$ cat src/rtl/l1_cache_dir_ctrl.sv
// rtl/l1_cache_dir_ctrl.sv - set-associative L1 tag/state directory with request FSM and true-LRU
//
// Purpose:
//   Holds tag, valid, dirty and LRU-age state for a set-associative L1 cache.
//   A single request FSM serves core reads/writes, L2 inclusivity evictions and
//   full-cache clears. It issues line fills and writebacks/write-throughs to L2.
//   The data array lives elsewhere.
//
// Ports:
//   clk, rst_n             clock, asynchronous active-low reset
//   req_valid/req_ready    core request handshake (ready only in IDLE)
//   req_op, req_addr       0 read, 1 write, 2 evict-from-L2, 3 clear; byte address
//   resp_valid, resp_hit   one-cycle completion pulse; tag presence at lookup
//   l2_req_valid/ready     L2 request handshake; op/addr stable while valid
//   l2_req_op, l2_req_addr 0 fill read, 1 write; line-aligned address
//   l2_fill_done           fill data delivered (only honoured in FILL_WAIT)
//   hit_cnt .. write_cnt   saturating statistics counters

module l1_cache_dir_ctrl #(
  parameter int ADDR_WIDTH   = 32,
  parameter int INDEX_WIDTH  = 4,
  parameter int OFFSET_WIDTH = 6,
  parameter int WAYS         = 4,
  parameter int WRITE_BACK   = 1,
  parameter int CNT_WIDTH    = 32
) (
  input  logic                  clk,
  input  logic                  rst_n,
  input  logic                  req_valid,
  output logic                  req_ready,
  input  logic [1:0]            req_op,
  input  logic [ADDR_WIDTH-1:0] req_addr,
  output logic                  resp_valid,
  output logic                  resp_hit,
  output logic                  l2_req_valid,
  input  logic                  l2_req_ready,
  output logic                  l2_req_op,
  output logic [ADDR_WIDTH-1:0] l2_req_addr,
  input  logic                  l2_fill_done,
  output logic [CNT_WIDTH-1:0]  hit_cnt,
  output logic [CNT_WIDTH-1:0]  miss_cnt,
  output logic [CNT_WIDTH-1:0]  read_cnt,
  output logic [CNT_WIDTH-1:0]  write_cnt
);

  localparam int SETS      = 1 << INDEX_WIDTH;
  localparam int TAG_WIDTH = ADDR_WIDTH - INDEX_WIDTH - OFFSET_WIDTH;
  localparam int WAY_W     = $clog2(WAYS);
  localparam bit WB_MODE   = (WRITE_BACK != 0);

  localparam logic [1:0] OP_RD  = 2'd0;
  localparam logic [1:0] OP_WR  = 2'd1;
  localparam logic [1:0] OP_EV  = 2'd2;
  localparam logic [1:0] OP_CLR = 2'd3;

  typedef enum logic [2:0] {
    S_IDLE, S_LOOKUP, S_WB_REQ, S_FILL_REQ, S_FILL_WAIT, S_WT_REQ, S_RESP, S_CLEAR
  } state_t;

  typedef logic [WAYS-1:0][WAY_W-1:0] ages_t;

  state_t r_state, w_next_state;

  logic [TAG_WIDTH-1:0] r_tag   [SETS][WAYS];
  logic [WAYS-1:0]      r_valid [SETS];
  logic [WAYS-1:0]      r_dirty [SETS];
  ages_t                r_age   [SETS];

  logic [1:0]             r_op;
  logic [TAG_WIDTH-1:0]   r_req_tag;
  logic [INDEX_WIDTH-1:0] r_req_idx;
  logic [WAY_W-1:0]       r_way;
  logic                   r_hit;
  logic [INDEX_WIDTH-1:0] r_clr_idx;
  logic                   r_l2_op;
  logic [ADDR_WIDTH-1:0]  r_l2_addr;
  logic [CNT_WIDTH-1:0]   r_hit_cnt, r_miss_cnt, r_read_cnt, r_write_cnt;

  logic                  w_hit;
  logic [WAY_W-1:0]      w_hit_way;
  logic                  w_has_inv;
  logic [WAY_W-1:0]      w_inv_way;
  logic [WAY_W-1:0]      w_lru_way;
  logic [WAY_W-1:0]      w_victim;
  logic                  w_victim_dirty;
  logic [ADDR_WIDTH-1:0] w_line_addr;
  logic [ADDR_WIDTH-1:0] w_victim_addr;
  logic                  w_wt_write;
  logic                  w_unused;

  // Offset bits never matter to the directory.
  assign w_unused = ^req_addr[OFFSET_WIDTH-1:0];

  function automatic ages_t f_rst_ages();
    ages_t res;
    for (int v = 0; v < WAYS; v++) res[v] = WAY_W'(v);
    return res;
  endfunction

  // Move 'way' to most-recent; only younger ways age, so ages stay a permutation.
  function automatic ages_t f_touch(input ages_t ages, input logic [WAY_W-1:0] way);
    ages_t res;
    for (int v = 0; v < WAYS; v++)
      res[v] = (ages[v] < ages[way]) ? ages[v] + WAY_W'(1) : ages[v];
    res[way] = '0;
    return res;
  endfunction

  function automatic logic [CNT_WIDTH-1:0] f_sat_inc(input logic [CNT_WIDTH-1:0] c);
    return (&c) ? c : c + CNT_WIDTH'(1);
  endfunction

  assign w_line_addr = {r_req_tag, r_req_idx, {OFFSET_WIDTH{1'b0}}};
  assign w_wt_write  = (r_op == OP_WR) && !WB_MODE;

  // Parallel tag compare and victim choice for the latched set.
  always_comb begin
    w_hit     = 1'b0;
    w_hit_way = '0;
    w_has_inv = 1'b0;
    w_inv_way = '0;
    w_lru_way = '0;
    for (int w = 0; w < WAYS; w++) begin
      if (!w_hit && r_valid[r_req_idx][w] && (r_tag[r_req_idx][w] == r_req_tag)) begin
        w_hit     = 1'b1;
        w_hit_way = WAY_W'(w);
      end
      if (r_age[r_req_idx][w] == WAY_W'(WAYS-1)) w_lru_way = WAY_W'(w);
    end
    // Descending scan leaves the lowest-index invalid way selected.
    for (int w = WAYS-1; w >= 0; w--) begin
      if (!r_valid[r_req_idx][w]) begin
        w_has_inv = 1'b1;
        w_inv_way = WAY_W'(w);
      end
    end
  end

  assign w_victim       = w_has_inv ? w_inv_way : w_lru_way;
  assign w_victim_dirty = r_valid[r_req_idx][w_victim] & r_dirty[r_req_idx][w_victim];
  assign w_victim_addr  = {r_tag[r_req_idx][w_victim], r_req_idx, {OFFSET_WIDTH{1'b0}}};

  always_ff @(posedge clk or negedge rst_n) begin
    if (!rst_n) r_state <= S_IDLE;
    else        r_state <= w_next_state;
  end

  always_comb begin
    w_next_state = r_state;
    req_ready    = 1'b0;
    resp_valid   = 1'b0;
    l2_req_valid = 1'b0;
    case (r_state)
      S_IDLE: begin
        req_ready = 1'b1;
        if (req_valid) w_next_state = S_LOOKUP;
      end
      S_LOOKUP: begin
        case (r_op)
          OP_CLR: w_next_state = S_CLEAR;
          OP_EV: begin
            if (w_hit && r_dirty[r_req_idx][w_hit_way]) w_next_state = S_WB_REQ;
            else                                        w_next_state = S_RESP;
          end
          default: begin
            if (w_hit)               w_next_state = w_wt_write ? S_WT_REQ : S_RESP;
            else if (w_wt_write)     w_next_state = S_WT_REQ;
            else if (w_victim_dirty) w_next_state = S_WB_REQ;
            else                     w_next_state = S_FILL_REQ;
          end
        endcase
      end
      S_WB_REQ: begin
        l2_req_valid = 1'b1;
        if (l2_req_ready) w_next_state = (r_op == OP_EV) ? S_RESP : S_FILL_REQ;
      end
      S_FILL_REQ: begin
        l2_req_valid = 1'b1;
        if (l2_req_ready) w_next_state = S_FILL_WAIT;
      end
      S_FILL_WAIT: begin
        if (l2_fill_done) w_next_state = S_RESP;
      end
      S_WT_REQ: begin
        l2_req_valid = 1'b1;
        if (l2_req_ready) w_next_state = S_RESP;
      end
      S_RESP: begin
        resp_valid   = 1'b1;
        w_next_state = S_IDLE;
      end
      S_CLEAR: begin
        if (r_clr_idx == INDEX_WIDTH'(SETS-1)) w_next_state = S_RESP;
      end
      default: w_next_state = S_IDLE;
    endcase
  end

  always_ff @(posedge clk or negedge rst_n) begin
    if (!rst_n) begin
      for (int s = 0; s < SETS; s++) begin
        r_valid[s] <= '0;
        r_dirty[s] <= '0;
        r_age[s]   <= f_rst_ages();
        for (int w = 0; w < WAYS; w++) r_tag[s][w] <= '0;
      end
      r_op        <= OP_RD;
      r_req_tag   <= '0;
      r_req_idx   <= '0;
      r_way       <= '0;
      r_hit       <= 1'b0;
      r_clr_idx   <= '0;
      r_l2_op     <= 1'b0;
      r_l2_addr   <= '0;
      r_hit_cnt   <= '0;
      r_miss_cnt  <= '0;
      r_read_cnt  <= '0;
      r_write_cnt <= '0;
    end else begin
      case (r_state)
        S_IDLE: begin
          if (req_valid) begin
            r_op      <= req_op;
            r_req_tag <= req_addr[ADDR_WIDTH-1 -: TAG_WIDTH];
            r_req_idx <= req_addr[OFFSET_WIDTH +: INDEX_WIDTH];
            if (req_op == OP_RD) r_read_cnt  <= f_sat_inc(r_read_cnt);
            if (req_op == OP_WR) r_write_cnt <= f_sat_inc(r_write_cnt);
          end
        end
        S_LOOKUP: begin
          r_hit <= w_hit;
          r_way <= w_hit ? w_hit_way : w_victim;
          case (r_op)
            OP_CLR: begin
              r_hit       <= 1'b0;
              r_clr_idx   <= '0;
              r_hit_cnt   <= '0;
              r_miss_cnt  <= '0;
              r_read_cnt  <= '0;
              r_write_cnt <= '0;
            end
            OP_EV: begin
              if (w_hit) begin
                if (r_dirty[r_req_idx][w_hit_way]) begin
                  r_l2_op   <= 1'b1;
                  r_l2_addr <= w_line_addr;
                end else begin
                  r_valid[r_req_idx][w_hit_way] <= 1'b0;
                end
              end
            end
            default: begin
              if (w_hit) begin
                r_hit_cnt        <= f_sat_inc(r_hit_cnt);
                r_age[r_req_idx] <= f_touch(r_age[r_req_idx], w_hit_way);
                if (r_op == OP_WR) begin
                  if (WB_MODE) begin
                    r_dirty[r_req_idx][w_hit_way] <= 1'b1;
                  end else begin
                    r_l2_op   <= 1'b1;
                    r_l2_addr <= w_line_addr;
                  end
                end
              end else begin
                r_miss_cnt <= f_sat_inc(r_miss_cnt);
                if (w_wt_write) begin
                  r_l2_op   <= 1'b1;
                  r_l2_addr <= w_line_addr;
                end else if (w_victim_dirty) begin
                  r_l2_op   <= 1'b1;
                  r_l2_addr <= w_victim_addr;
                end else begin
                  r_l2_op   <= 1'b0;
                  r_l2_addr <= w_line_addr;
                end
              end
            end
          endcase
        end
        S_WB_REQ: begin
          if (l2_req_ready) begin
            if (r_op == OP_EV) begin
              r_valid[r_req_idx][r_way] <= 1'b0;
              r_dirty[r_req_idx][r_way] <= 1'b0;
            end else begin
              r_l2_op   <= 1'b0;
              r_l2_addr <= w_line_addr;
            end
          end
        end
        S_FILL_WAIT: begin
          if (l2_fill_done) begin
            r_tag[r_req_idx][r_way]   <= r_req_tag;
            r_valid[r_req_idx][r_way] <= 1'b1;
            r_dirty[r_req_idx][r_way] <= (r_op == OP_WR) && WB_MODE;
            r_age[r_req_idx]          <= f_touch(r_age[r_req_idx], r_way);
          end
        end
        S_CLEAR: begin
          // Dirty lines are dropped without writeback.
          r_valid[r_clr_idx] <= '0;
          r_dirty[r_clr_idx] <= '0;
          r_age[r_clr_idx]   <= f_rst_ages();
          r_clr_idx          <= r_clr_idx + INDEX_WIDTH'(1);
        end
        default: ;
      endcase
    end
  end

  assign resp_hit    = r_hit;
  assign l2_req_op   = r_l2_op;
  assign l2_req_addr = r_l2_addr;
  assign hit_cnt     = r_hit_cnt;
  assign miss_cnt    = r_miss_cnt;
  assign read_cnt    = r_read_cnt;
  assign write_cnt   = r_write_cnt;

endmodule

$ cat config.mk
export PLATFORM = sky130hd
export DESIGN_NAME = l1_cache_dir_ctrl
export DESIGN_NICKNAME = d
export VERILOG_FILES = /design/src/rtl/l1_cache_dir_ctrl.sv
export SDC_FILE = /design/constraint.sdc
export NUM_CORES = 2
export LEC_CHECK = 0
export CAP_MARGIN = 20
export CORE_UTILIZATION = 40
export CTS_CLUSTER_DIAMETER = 200
export DETAILED_ROUTE_END_ITERATION = 8
export GPL_TIMING_DRIVEN = 1
export PLACE_DENSITY = 0.52
export SETUP_SLACK_MARGIN = 0.2
export SKIP_LAST_GASP = 1
export SYNTH_ARGS = -nofsm -noshare
export SYNTH_HDL_FRONTEND = slang
export SYNTH_SLANG_ARGS = --single-unit
$ cat constraint.sdc
create_clock -name clk -period 17.3 [get_ports clk]
set_input_delay 1.73 -clock clk [delete_from_list [all_inputs] [get_ports clk]]
set_output_delay 1.73 -clock clk [all_outputs]
set_load 0.1 [all_outputs]
After elaboration in Yosys (flattened, before gate mapping)
Cells that the tools add are included.
Widths: inputs -> output; s select.

storage, ports and cells
  bits in registers = 1863
  bits in latches = 0
  bits in writable memories = 0
  ROM bits = 0
  output and inout port bits = 165
  memories kept = 0

cells by class
  $add $sub $neg = 9
  multiply operators = 0
  divide/modulo/power cells = 0
  magnitude comparators = 20
  equality and inequality tests = 44
  shift operators = 0
  multiplexer cells = 146
  bitwise gates (word level) = 23
  reduce and logical (&&, ||, !) cells = 42

operators by type and width
  cell                   count
  $bwmux 1408            1
  $mux 64                12
  $mux 32                17
  $pmux 64 s4            2
  $and 64x64->64         6
  $mux 128               3
  $pmux 128 s3           1
  $pmux 32 s2            6
  $bmux 88 s4            1
  $demux 88 s4           1
  $mux 88                3
  $bwmux 128             2
  $not 64->64            4
  $or 64x64->64          3
  $add 32x1->32 const B  4
  $reduce_and 32->1      4
  $eq 22x22->1           4
  $mux 22                3
  $bwmux 64              1
  $demux 8 s4            2
  $demux 4 s4            3
  $bmux 22 s2            1
  $demux 22 s2           1
  $mux 2                 22
  other kinds (52)       177

Longest topological paths before layout
  depth after elaboration = 31
  gate-level depth with buffers = 28
  mapped depth without buffers = 18

Worst setup path after synthesis
Ideal clock, no wire load.

  path type = register -> register
  start point = register r_req_idx[0]
  end point = register r_age[80] in the netlist's numbering
  library setup time = 0.066 ns
  arrival = 5.912 ns
  data required time = 17.234 ns
  slack = 11.323 ns
  cell stages (with the launch flop) = 24
  path buffers = 7
  period minus slack after synthesis = 5.977 ns
  cells stage by stage = dfrtp_1 buf_6 buf_6 buf_4 buf_4 buf_4 mux2i_1 a221oi_1 mux2i_1 nand4_1 or3_4 or4_1 nand4_1 clkbuf_1 clkbuf_1 o221ai_1 a21oi_1 ha_1 and2_1 a22o_1 a2111oi_2 a21o_1 and2_1 a22o_1

between the ends
  cells in the longest elaborated chain, start to end = 29
  elaborated cells on any way between the ends = 61
  classes of those cells = add/sub (1); order compare (6); eq/ne (5); mux (32); bitwise (4); reduce/logical (13)

RTL lines
  item                                         RTL line       text
  start, declared                              71             logic [INDEX_WIDTH-1:0] r_req_idx;
  start signal, assigned                       225            r_req_idx <= req_addr[OFFSET_WIDTH +: INDEX_WIDTH];
  $not 4->5 (not written as such) *            124, 255, 296
  $bmux 88 s4                                  124            if (!w_hit && r_valid[r_req_idx][w] && (r_tag[r_req_idx][w] == r_req_tag)) begin
  $mux 88 (not written as such) (2 in series)  124
  $eq 22x22->1                                 124
  $logic_and 1x1->1                            124
  $mux 1                                       124
  $logic_not 1->1                              124
  $logic_and 1x1->1 (2 in series)              124
  [11 not listed]                              -
  $mux 2 (not written as such)                 105            res[way] = '0;
  $demux 2 s2                                  105
  $not 8->8 (no line)                          -
  $and 8x8->8 (no line)                        -
  $bwmux 128                                   255            r_age[r_req_idx] <= f_touch(r_age[r_req_idx], w_hit_way);
  $mux 128                                     253            if (w_hit) begin
  $mux 128                                     233            case (r_op)
  $pmux 128 s3                                 220            case (r_state)
  end signal, assigned by index                204            r_age[s] <= f_rst_ages();
  end signal, assigned by index                255
  end signal, assigned by index                296            r_age[r_req_idx] <= f_touch(r_age[r_req_idx], r_way);
  end, declared                                67             ages_t r_age [SETS];

Mark *: on every way between the ends. The rest lies on a longest branch, timed or not. The select of a mux whose other input is x is not followed.
A chain may end at the register's enable or synchronous reset.

Worst setup path after layout
  start point = register r_req_idx[1]
  end point = register r_age[40] in the netlist's numbering

Same word-level chain as after synthesis.

==> results by group <==
Clock tree
  • Clock Pin Slew Worst Setup and Hold Paths: 0.06 ns
  • CTS hold repair buffers: 0
  • Total CTS buffers: 203
  • TritonCTS clock tree: done
  • CTS-repair resized insts: 0
  • Buffer type at the clock tree root: sky130_fd_sc_hd__clkbuf_16
  • Clock latency at the later pin of the worst-skew pair: 0.87 ns
  • Total number of H-tree levels: 4
  • Post-CTS repair timing setup buffer count: 0
  • Total clock sinks: 1857
  • Clock buffer depth: 3

Worst hold path
  • Worst min path class: reg2reg

GRT
  • Overall overflow remaining after global route: 0
  • Vias in the first global route: 68806
  • Number of antenna violations at the first check in global routing: 13
  • GRT Overall Usage: 0.288
  • Largest net degree at the start of global routing: 168
  • Wire length of the first global-routing pass: 498000 um

Timing
  • Upper clock frequency limit: 109 MHz
  • Worst hold slack: 0.474 ns
  • Number of setup violations in the final report: 0
  • Setup repair after global routing missed its margin: false
  • Final WS setup: 8.14 ns
  • Post-route clock skew: 0.0432 ns
  • Post-layout minimum cycle time: 9.16 ns
  • Slew of the pin with the lowest slew margin: 1.25 ns
  • Number of max-slew violations in the final report: 0
  • Hold Fails Final Rpt: 0
  • Setup total negative slack: 0 ns
  • Final critical-path share of the clock period: 0.530
  • Worst-case headroom to the max-slew limit: 0.166

Floorplan
  • Standard-cell row count: 177
  • I/O pins: 204
  • Die footprint: 236000 um2
  • Die height: 486 um
  • Effective utilization at floorplan: 0.403
  • Core outline area: 233000 um2
  • X dimension of the die: 486 um

Finish
  • Share of cells above drive strength 1: 0.233
  • Area growth, synth to finish: 12.6%
  • Most used cells in the layout excluding fill and tap cells: sky130_fd_sc_hd__dfrtp_1, sky130_fd_sc_hd__nand2_1, sky130_fd_sc_hd__o21ai_0
  • Most frequent standard cell in the layout excluding fill and tap cells: sky130_fd_sc_hd__dfrtp_1
  • Total Nets Final: 8412

Detailed routing
  • DR WL/cell: 29.4 um
  • Detailed Route WL: 343000 um
  • DRC violation total after the first TritonRoute iteration: 7353
  • Post-DR vias/cell: 6.06
  • Initial DRT Pass Iterations: 6
  • Number of remaining DRC errors: 0
  • Vias after detailed routing: 70640
  • Antenna-violating nets left: 0

Synthesis
  • Mean post-synth cell area: 11.1 um2
  • Flip-flop and latch count after synthesis: 1857
  • Post-synthesis instance total: 8436
  • Number of different library cells in the post-synthesis netlist: 100
  • Top FF cell, synth: sky130_fd_sc_hd__dfrtp_1
  • Cell area after synthesis: 93800 um2
  • Post-synth EDFFs: 0
  • Count of warnings emitted by yosys: 0
  • Portion of the post-synthesis area used by sequential elements: 0.496
  • Asr flop ratio synth: 1.00

Critical path
  • Maximum net fanout on the critical path: 30
  • Critical Path Most Common Cell: sky130_fd_sc_hd__buf_4
  • FF-to-FF setup slack: 8.14 ns
  • Arrival time of the worst setup path: 9.95 ns
  • Number of buffer and inverter stages on the critical path: 7
  • Critical Path Max Stage Delay: 0.77 ns
  • Category of the worst setup path launch point: flop
  • Delay-heaviest family, CP: compound AO/OA/AOI/OAI gates
  • WP data required: 18.09 ns
  • CP max stage cell: sky130_fd_sc_hd__or4_1
  • Critical-path cell list: buf_4, buf_4, nor2b_4, buf_4, buf_4, a22oi_1, a21o_1, a2111oi_0, buf_4, a2bb2oi_1, or2_1, or4_1, nand3_1, buf_4, o221ai_1, a21oi_1, ha_1, and2_1, a22o_1, a2111oi_4, buf_4, a21o_1, and2_1, a22o_1
  • Critical path start-end classification: reg2reg
  • Type of destination of the critical path: flop

Pwr
  • Cell internal power dissipation: 0.0102 W
  • Net switching fraction of the power: 0.453
  • Reported leakage power: 46.4 nW
  • Switching Power: 0.00844 W
  • Fraction of power consumed by sequential logic: 0.300
  • Comb power frac: 0.464
  • Worst voltage drop across the vdd grid: 0.000140 V
  • PD cells: 177 nW/um2
  • Clk network pwr share: 0.236

Placement
  • Pre-CTS worst setup slack: 8.24 ns
  • Final HPWL from detailed placement: 220000 um
  • Number of I/O port buffers: 191
  • Placer's final routability congestion estimate: 0.948

Flow run
  • Reported max-cap violation count: 0

Run status
  • Outcome: complete, no violations
[power groups by stage]
| stage | registers [W] | clock network, W | logic [W] |
|---|---|---|---|
| 3_3_place_gp | 0.00562 | 0 | 0.00838 |
| 5_1_grt | 0.00568 | 0.00465 | 0.00899 |
| 4_1_cts | 0.00559 | 0.00448 | 0.00847 |
| 6_report | 0.00560 | 0.00440 | 0.00866 |
| 2_1_floorplan | 0.00566 | 0 | 0.00514 |
| 3_5_place_dp | 0.00566 | 0 | 0.00845 |
[cell usage after synthesis, types with 90 or more instances]
cell                       number  share of area
sky130_fd_sc_hd__mux2i_1      323          0.034
sky130_fd_sc_hd__a22oi_1      153          0.012
sky130_fd_sc_hd__xnor2_1      138          0.013
sky130_fd_sc_hd__mux2_2       873           0.10
sky130_fd_sc_hd__dfrtp_1     1793           0.48
sky130_fd_sc_hd__clkbuf_1     565          0.023
sky130_fd_sc_hd__o21ai_0     1040          0.055
sky130_fd_sc_hd__a21oi_1      406          0.022
sky130_fd_sc_hd__nor2_1       394          0.016
sky130_fd_sc_hd__nand3_1       90         0.0048
sky130_fd_sc_hd__nand2_1     1089          0.044
sky130_fd_sc_hd__mux4_2       357          0.086
[state kept, by name, summed over array words and instances (netlist names), 2 cells and up]
register	flops
read_cnt	32
r_op	2
r_tag	1408
miss_cnt	32
r_dirty	64
r_valid	64
r_state	3
r_req_idx	4
r_age	128
r_req_tag	22
l2_req_addr	26
r_way	2
write_cnt	32
hit_cnt	32
r_clr_idx	4
[cell type report]
cell class / instances / area, um2
Sequential cell: 1857 / 46600
Multi-Input combinational cell: 5775 / 44100
Antenna cell: 7 / 17.5
Inverter: 67 / 259
Clock buffer: 310 / 5960
Clock inverter: 55 / 714
Fill cell: 21477 / 127000
Timing Repair Buffer: 450 / 4100
Tap cell: 3132 / 3920
[worst register-to-register path: stages, from the launching register on]
cell	delay, ns
sky130_fd_sc_hd__dfrtp_4	0.71
sky130_fd_sc_hd__buf_4	0.58
sky130_fd_sc_hd__buf_4	0.57
sky130_fd_sc_hd__nor2b_4	0.29
sky130_fd_sc_hd__buf_4	0.36
sky130_fd_sc_hd__buf_4	0.45
sky130_fd_sc_hd__a22oi_1	0.22
sky130_fd_sc_hd__a21o_1	0.21
sky130_fd_sc_hd__a2111oi_0	0.76
sky130_fd_sc_hd__buf_4	0.26
sky130_fd_sc_hd__a2bb2oi_1	0.10
sky130_fd_sc_hd__or2_1	0.27
sky130_fd_sc_hd__or4_1	0.77
sky130_fd_sc_hd__nand3_1	0.18
sky130_fd_sc_hd__buf_4	0.43
sky130_fd_sc_hd__o221ai_1	0.18
sky130_fd_sc_hd__a21oi_1	0.41
sky130_fd_sc_hd__ha_1	0.32
sky130_fd_sc_hd__and2_1	0.18
sky130_fd_sc_hd__a22o_1	0.24
sky130_fd_sc_hd__a2111oi_4	0.33
sky130_fd_sc_hd__buf_4	0.27
sky130_fd_sc_hd__a21o_1	0.42
sky130_fd_sc_hd__and2_1	0.42
sky130_fd_sc_hd__a22o_1	0.20
[final timing paths]
kind,depth (start not counted),from,end
worst min register to register,2,r_tag[75]$_DFFE_PN0P_,r_tag[75]$_DFFE_PN0P_
worst max-delay path,24,r_req_idx[1]$_DFFE_PN0P_,r_age[40]$_DFFE_PN0P_
min in group asynchronous,1,rst_n,r_tag[1202]$_DFFE_PN0P_
worst min-delay path,2,r_tag[75]$_DFFE_PN0P_,r_tag[75]$_DFFE_PN0P_
max in group asynchronous,5,rst_n,r_req_tag[19]$_DFFE_PN0P_
worst max register to register,24,r_req_idx[1]$_DFFE_PN0P_,r_age[40]$_DFFE_PN0P_
[cell families after synthesis]
logic type                 count (synthesis)  synth area share
buffers and inverters                    809            0.0374
other                                      1         0.0000400
muxes                                   1575             0.228
xor gates and xnor gates                 210            0.0196
adders and majority gates                 19           0.00253
and+or+nand+nor                         1926            0.0887
DFF                                     1857             0.496
AOI/OAI and AO/OA                       2039             0.127
[per-layer routing]
| layer | wire length, um | track usage | vias to the layer above |
|---|---|---|---|
| met2 | 153000 | 0.440 | 2879 |
| met4 | 17900 | 0.134 | 4 |
| li1 | - | - | 30386 |
| met3 | 24600 | 0.0514 | 683 |
| met1 | 147000 | 0.397 | 36688 |
| met5 | 42 | 0 | - |
[metrics by stage]
stage / cells / utilization / total power (W) / area, um2
finish: 11653 / 0.454 / 0.0187 / 106000
global placement: 11269 / 0.424 / 0.0140 / 98700
detailed placement: 11271 / 0.424 / 0.0141 / 98700
CTS: 11636 / 0.453 / 0.0185 / 105000
global route: 11647 / 0.454 / 0.0193 / 106000
floorplan: 8441 / - / 0.0108 / 93800
No activity file was read; power rests on OpenSTA's default activity.
